<file path="src/rtl/block_motion.sv">
// Frame-synchronous sprite position controller: advances a rectangle by a
// clamped signed velocity once per frame in blanking and bounces off screen edges.
module block_motion #(
    parameter int SCREEN_W  = 1280,
    parameter int SCREEN_H  = 720,
    parameter int WIDTH     = 128,
    parameter int HEIGHT    = 128,
    parameter int X_INIT    = 576,
    parameter int Y_INIT    = 296,
    parameter int V_TRIG    = 720,
    parameter int MAX_SPEED = 15
) (
    input  logic               clk_in,
    input  logic               rst_n_in,
    input  logic [10:0]        hcount_in,
    input  logic [9:0]         vcount_in,
    input  logic               cmd_valid_in,
    output logic               cmd_ready_out,
    input  logic signed [5:0]  dx_in,
    input  logic signed [5:0]  dy_in,
    input  logic               pause_in,
    output logic [10:0]        x_out,
    output logic [9:0]         y_out,
    output logic [10:0]        width_out,
    output logic [9:0]         height_out,
    output logic               hit_x_out,
    output logic               hit_y_out,
    output logic               done_out
);

    localparam logic signed [12:0] X_MAX = 13'(SCREEN_W - WIDTH);
    localparam logic signed [12:0] Y_MAX = 13'(SCREEN_H - HEIGHT);

    typedef enum logic [1:0] {
        WAIT   = 2'd0,
        MOVE_X = 2'd1,
        MOVE_Y = 2'd2,
        COMMIT = 2'd3
    } state_t;

    function automatic logic signed [5:0] clamp_vel(input logic signed [5:0] v);
        logic signed [6:0] vext;
        logic signed [6:0] lim;
        vext = v;
        lim  = 7'(MAX_SPEED);
        if (vext > lim) begin
            clamp_vel = 6'(lim);
        end else if (vext < -lim) begin
            clamp_vel = 6'(-lim);
        end else begin
            clamp_vel = v;
        end
    endfunction

    state_t             state_r;
    state_t             state_s;
    logic               prev_match_r;
    logic               match_s;
    logic               trig_s;
    logic               accept_s;
    logic signed [5:0]  dx_r;
    logic signed [5:0]  dy_r;
    logic [10:0]        x_sh_r;
    logic [9:0]         y_sh_r;
    logic               hx_r;
    logic               hy_r;
    logic signed [12:0] nx_s;
    logic signed [12:0] ny_s;
    logic               bounce_x_s;
    logic               bounce_y_s;
    logic [10:0]        x_next_s;
    logic [9:0]         y_next_s;

    assign width_out  = 11'(WIDTH);
    assign height_out = 10'(HEIGHT);

    assign match_s  = (hcount_in == 11'd0) && (vcount_in == 10'(V_TRIG));
    assign trig_s   = match_s && !prev_match_r;
    assign accept_s = cmd_valid_in && cmd_ready_out;

    // Edge arithmetic: candidate positions and bounce decisions
    always_comb begin
        nx_s       = $signed({2'b00, x_sh_r}) + $signed({{7{dx_r[5]}}, dx_r});
        ny_s       = $signed({3'b000, y_sh_r}) + $signed({{7{dy_r[5]}}, dy_r});
        bounce_x_s = (nx_s < 13'sd0) || (nx_s > X_MAX);
        bounce_y_s = (ny_s < 13'sd0) || (ny_s > Y_MAX);
        if (nx_s < 13'sd0) begin
            x_next_s = 11'd0;
        end else if (nx_s > X_MAX) begin
            x_next_s = 11'(X_MAX);
        end else begin
            x_next_s = nx_s[10:0];
        end
        if (ny_s < 13'sd0) begin
            y_next_s = 10'd0;
        end else if (ny_s > Y_MAX) begin
            y_next_s = 10'(Y_MAX);
        end else begin
            y_next_s = ny_s[9:0];
        end
    end

    // Next-state logic
    always_comb begin
        state_s = state_r;
        case (state_r)
            WAIT: begin
                if (trig_s && !pause_in) begin
                    state_s = MOVE_X;
                end else begin
                    state_s = WAIT;
                end
            end
            MOVE_X:  state_s = MOVE_Y;
            MOVE_Y:  state_s = COMMIT;
            COMMIT:  state_s = WAIT;
            default: state_s = WAIT;
        endcase
    end

    // State register, trigger edge detect and ready flag
    always_ff @(posedge clk_in or negedge rst_n_in) begin
        if (!rst_n_in) begin
            state_r       <= WAIT;
            prev_match_r  <= 1'b0;
            cmd_ready_out <= 1'b1;
        end else begin
            state_r       <= state_s;
            prev_match_r  <= match_s;
            cmd_ready_out <= (state_s == WAIT);
        end
    end

    // Velocity, shadow position and hit flags
    always_ff @(posedge clk_in or negedge rst_n_in) begin
        if (!rst_n_in) begin
            dx_r   <= 6'sd0;
            dy_r   <= 6'sd0;
            x_sh_r <= 11'(X_INIT);
            y_sh_r <= 10'(Y_INIT);
            hx_r   <= 1'b0;
            hy_r   <= 1'b0;
        end else begin
            case (state_r)
                WAIT: begin
                    if (accept_s) begin
                        dx_r <= clamp_vel(dx_in);
                        dy_r <= clamp_vel(dy_in);
                    end
                end
                MOVE_X: begin
                    x_sh_r <= x_next_s;
                    hx_r   <= bounce_x_s;
                    if (bounce_x_s) begin
                        dx_r <= -dx_r;
                    end
                end
                MOVE_Y: begin
                    y_sh_r <= y_next_s;
                    hy_r   <= bounce_y_s;
                    if (bounce_y_s) begin
                        dy_r <= -dy_r;
                    end
                end
                default: begin
                    hx_r <= hx_r;
                end
            endcase
        end
    end

    // Atomic publication of the new position with one-cycle pulses
    always_ff @(posedge clk_in or negedge rst_n_in) begin
        if (!rst_n_in) begin
            x_out     <= 11'(X_INIT);
            y_out     <= 10'(Y_INIT);
            hit_x_out <= 1'b0;
            hit_y_out <= 1'b0;
            done_out  <= 1'b0;
        end else if (state_r == COMMIT) begin
            x_out     <= x_sh_r;
            y_out     <= y_sh_r;
            hit_x_out <= hx_r;
            hit_y_out <= hy_r;
            done_out  <= 1'b1;
        end else begin
            hit_x_out <= 1'b0;
            hit_y_out <= 1'b0;
            done_out  <= 1'b0;
        end
    end

endmodule

</file>
<file path="config.mk">
export PLATFORM = sky130hd
export DESIGN_NAME = block_motion
export DESIGN_NICKNAME = d
export VERILOG_FILES = /design/src/rtl/block_motion.sv
export SDC_FILE = /design/constraint.sdc
export NUM_CORES = 1
export LEC_CHECK = 0
export CAP_MARGIN = 20
export CORE_AREA = 2 2 98 100
export DETAILED_ROUTE_END_ITERATION = 6
export DIE_AREA = 0 0 100 102
export PLACE_DENSITY = 0.78
export RECOVER_POWER = 50
export SKIP_CTS_REPAIR_TIMING = 1
export SYNTH_ARGS = -nofsm -noshare
export SYNTH_HDL_FRONTEND = slang
export SYNTH_SLANG_ARGS = --single-unit
export TNS_END_PERCENT = 1
</file>
<file path="constraint.sdc">
create_clock -name clk_in -period 2.6 [get_ports clk_in]
set_input_delay 0.26 -clock clk_in [delete_from_list [all_inputs] [get_ports clk_in]]
set_output_delay 0.26 -clock clk_in [all_outputs]
set_load 0.05 [all_outputs]
</file>
==> summary.md <==
| Metric | Value |
|---|---|
| ANT cells | `0` |
| Post-route design area | `between 0.005 and 0.006 mm2` |
| Synth Area in Simple Gates | `14.4%` |
| Mapped Area | `0.00429 mm2` |
| Slew Viols, Final | `0` |
| Power share of the sequential group | `a little under two fifths` |
| Max incr delay on CP | `380 ps` |
| Combinational Power Share | `between 20 and 30%` |
| Fmax | `~350 MHz` |
| Gr usage total | `around 22%` |
| Cells after Synth | `~450` |
| Worst reg-to-reg path cell count | `12` |
| Final worst setup slack | `-253 ps` |
| Root buf cell | `clkbuf_8` |
| Remaining DRCs | `0` |
| Worst R2R End | `dx_r[1]` |
| Count leader, synth | `dfrtp_1` |
| RD Place Congestion | `0.889` |
| CTS buffer count | `9` |
| Clock latency on the worst-skew pair | `360 ps` |
| Leak | `~0.0027 uW` |
| RSZ-0062 raised after global routing | `yes` |
| Largest family of logic cells by synthesized area | `compound AO/OA/AOI/OAI gates` |
| Initial Util | `a little under half` |
| Crit-path cells | `ha_1, inv_1, fa_2, nand2b_4, a21oi_4, nor4_1, a311oi_1, nand4_1, o2bb2ai_2, a211o_4, and2_4, mux2i_1` |
| Top cells by area, synth | `dfrtp_1, ha_1, dfstp_2, mux2_2, buf_4` |
| Maximum fanout along the worst path | `6` |
| HP Class | `in -> reg` |
| Slew @ Worst Pin | `~1300 ps` |
| Htree depth | `3` |
| CP bufs+invs | `1` |
| Worst vdd ir | `around 0.23 mV` |
| Via Count | `~4,000` |
| Period minus WS final | `around 2900 ps` |
| Placed Area | `about 0.0055 mm2` |
| Main synth FF type | `dfrtp_1` |
| Asr flop ratio synth | `between 90% and 100%` |
| Final hold vios | `0` |
| Syn. warnings | `0` |
| HP Start | `vcount_in[7]` |
| Pre-antenna DRT Iters | `5` |
| Setup Viol. Count Final | `26` |
| CP top delay family | `compound AO/OA/AOI/OAI gates` |
| Layout cells sized above 1 | `28.2%` |
| CP startpoint kind | `flop` |
| Fin crit share | `110%` |
| Initial antenna violation count | `0` |
| Max-cap viol count | `0` |
| Mux share of post-synthesis cell area | `around 7.4%` |
| CP max stage cell | `a211o_4` |
| Grt ovf | `0` |
| RR Startpoint | `dx_r[0]` |
| Die height | `approximately 100 um` |
| Avg Cell Area, Syn | `between 9 and 10 um2` |
| Worst Path Arrival | `between 3000 and 4000 ps` |
| Seq/Total Area, Yosys | `between 30% and 40%` |
| DP HPWL | `8120 um` |
| Antenna-violating nets left | `0` |
| Sw Ratio | `between 20 and 30%` |
| Clock Power Share | `between 30% and 40%` |
| Clk sink count | `63` |
| Top cells by count, synth | `dfrtp_1, ha_1, nor2_1` |
| Cell Int Power | `between 1500 and 2000 uW` |
| Largest net degree at the start of global routing | `28` |
| Initial drt markers | `between 150 and 200` |
| Final Util | `around 65%` |
| Hold Slack | `446 ps` |
| XOR/XNOR share of the synthesized area | `3.06%` |
| Final nets | `roughly 660` |
| Max_slew headroom | `a little over a tenth` |
| Crit path capture type | `flop` |
| Distinct cells, synth | `67` |
| WP data required | `around 2800 ps` |
| WL final | `11,000 um` |
| Hold depth | `3` |
| Area Growth Syn to Fin | `38.1%` |
| Synth top area share | `a little over 30%` |
| Synthesized flop and latch total | `63` |
| Clock Skew | `about 10 ps` |
| Power Dens Cells | `~470 mW/mm2` |
| Fillers | `704` |
| Core Footprint | `slightly above 0.009 mm2` |
| Status | `finished, violations left` |
| Row cnt | `35` |
| Clock-pin slew on the worst setup and hold paths | `approximately 70 ps` |
| Post-DR wirelength/cell | `around 16 um` |
| Fin Setup TNS | `-4150 ps` |
| Die ar. | `0.0102 mm2` |
| Ports | `a little over 80` |
| Complex-gate fraction of the synthesized area | `between 20% and 30%` |
| Die X | `~100 um` |
| R2R setup slack | `-250 ps` |
| WS Path Type | `reg -> reg` |
| Vias in the first global route | `3,879` |
| Endpoint, Worst Hold | `prev_match_r` |
| Post-synthesis adder-cell area fraction | `between 10 and 15%` |
| Vias per cell | `roughly 5.6` |
| Total net switching power | `816 uW` |
| CTS tree | `yes` |
| First-pass GRT wire length | `approximately 18,000 um` |
| Yosys top cell by area | `dfrtp_1` |
| Clk buf depth | `2` |
| Port bufs | `just over 60` |
| Failing checks | `negative setup slack` |
| EDFF count, synth | `0` |
-- tightest hold or removal path, stage by stage --
cell and delay [ps]:
clkdlybuf4s50_1 390, nand2_1 60, nor4_1 50
-- layout by cell type, fill, tap and decap left out, drive strengths merged, types with 6 or more instances in the layout --
cell,count
a211oi,6
a21o,6
a21oi,26
buf,79
clkbuf,13
clkdlybuf4s50,60
conb,21
dfrtp,52
dfstp,11
ha,32
inv,27
mux2,23
mux2i,6
nand2,29
nand3,8
nor2,31
nor3,7
nor4,6
o21ai,30
o2bb2ai,13
xnor2,9
xor2,6
-- registers in the layout, indices dropped and copies added (netlist names), 2 cells and up --
register / flops
y_out: 10
state_r: 2
x_out: 11
dy_r: 6
y_sh_r: 10
x_sh_r: 11
dx_r: 6
-- through the flow --
stage               total power [uW]  std cells  worst slack [ps]
floorplan                       1430        467             -36.3
global route                    2890        703              -409
detailed placement              1680        683              -307
finish                          2780        703              -253
global placement                1660        683              -161
CTS                             2740        699              -371
-- per-layer routing --
layer	routed length, um	GRT usage [%]	vias up
met5	0	0	-
met3	553	3.49	14
li1	-	-	1870
met1	5060	30.2	1908
met2	5180	36.0	160
met4	167	7.80	0
-- final cells by class --
type | instances | area (um2) | share of cell area, %
multi-input cells | 342 | 2620 | 44.2
flip-flops and latches | 63 | 1590 | 26.9
repair buffers | 144 | 1220 | 20.7
well taps | 111 | 139 | 2.35
clock buffers | 9 | 124 | 2.09
clock inverters | 7 | 121 | 2.05
inverters | 27 | 101 | 1.71
-- power groups by stage --
stage	Sequential (uW)	Clock (uW)	Combinational (uW)
3_3_place_gp	1040	0	619
4_1_cts	1030	1060	645
5_1_grt	1030	1110	757
6_report	1030	1060	695
2_1_floorplan	1050	0	386
3_5_place_dp	1040	0	640
-- how the worst max path moves through the flow --
stage | endpoint | from | slack (ps) | depth (start not counted)
finish | dx_r[1] | dx_r[0] | -250 | 12
global route | dx_r[5] | dx_r[0] | -410 | 12
CTS | dx_r[1] | dx_r[0] | -370 | 12
detailed placement | dx_r[1] | dx_r[0] | -310 | 12
global placement | dx_r[1] | dx_r[0] | -160 | 12
floorplan | dy_r[3] | y_sh_r[3] | -40 | 10
-- cell families (layout without fill, tap and decap cells) --
logic type | count (synthesis) | count (layout)
flops | 63 | 63
compound gates | 124 | 124
buf+inv | 62 | 187
fa+ha+maj | 34 | 34
other cells | 2 | 21
xor+xnor | 15 | 15
simple gates | 119 | 119
mux | 29 | 29
(Power assumes the default switching activity.)
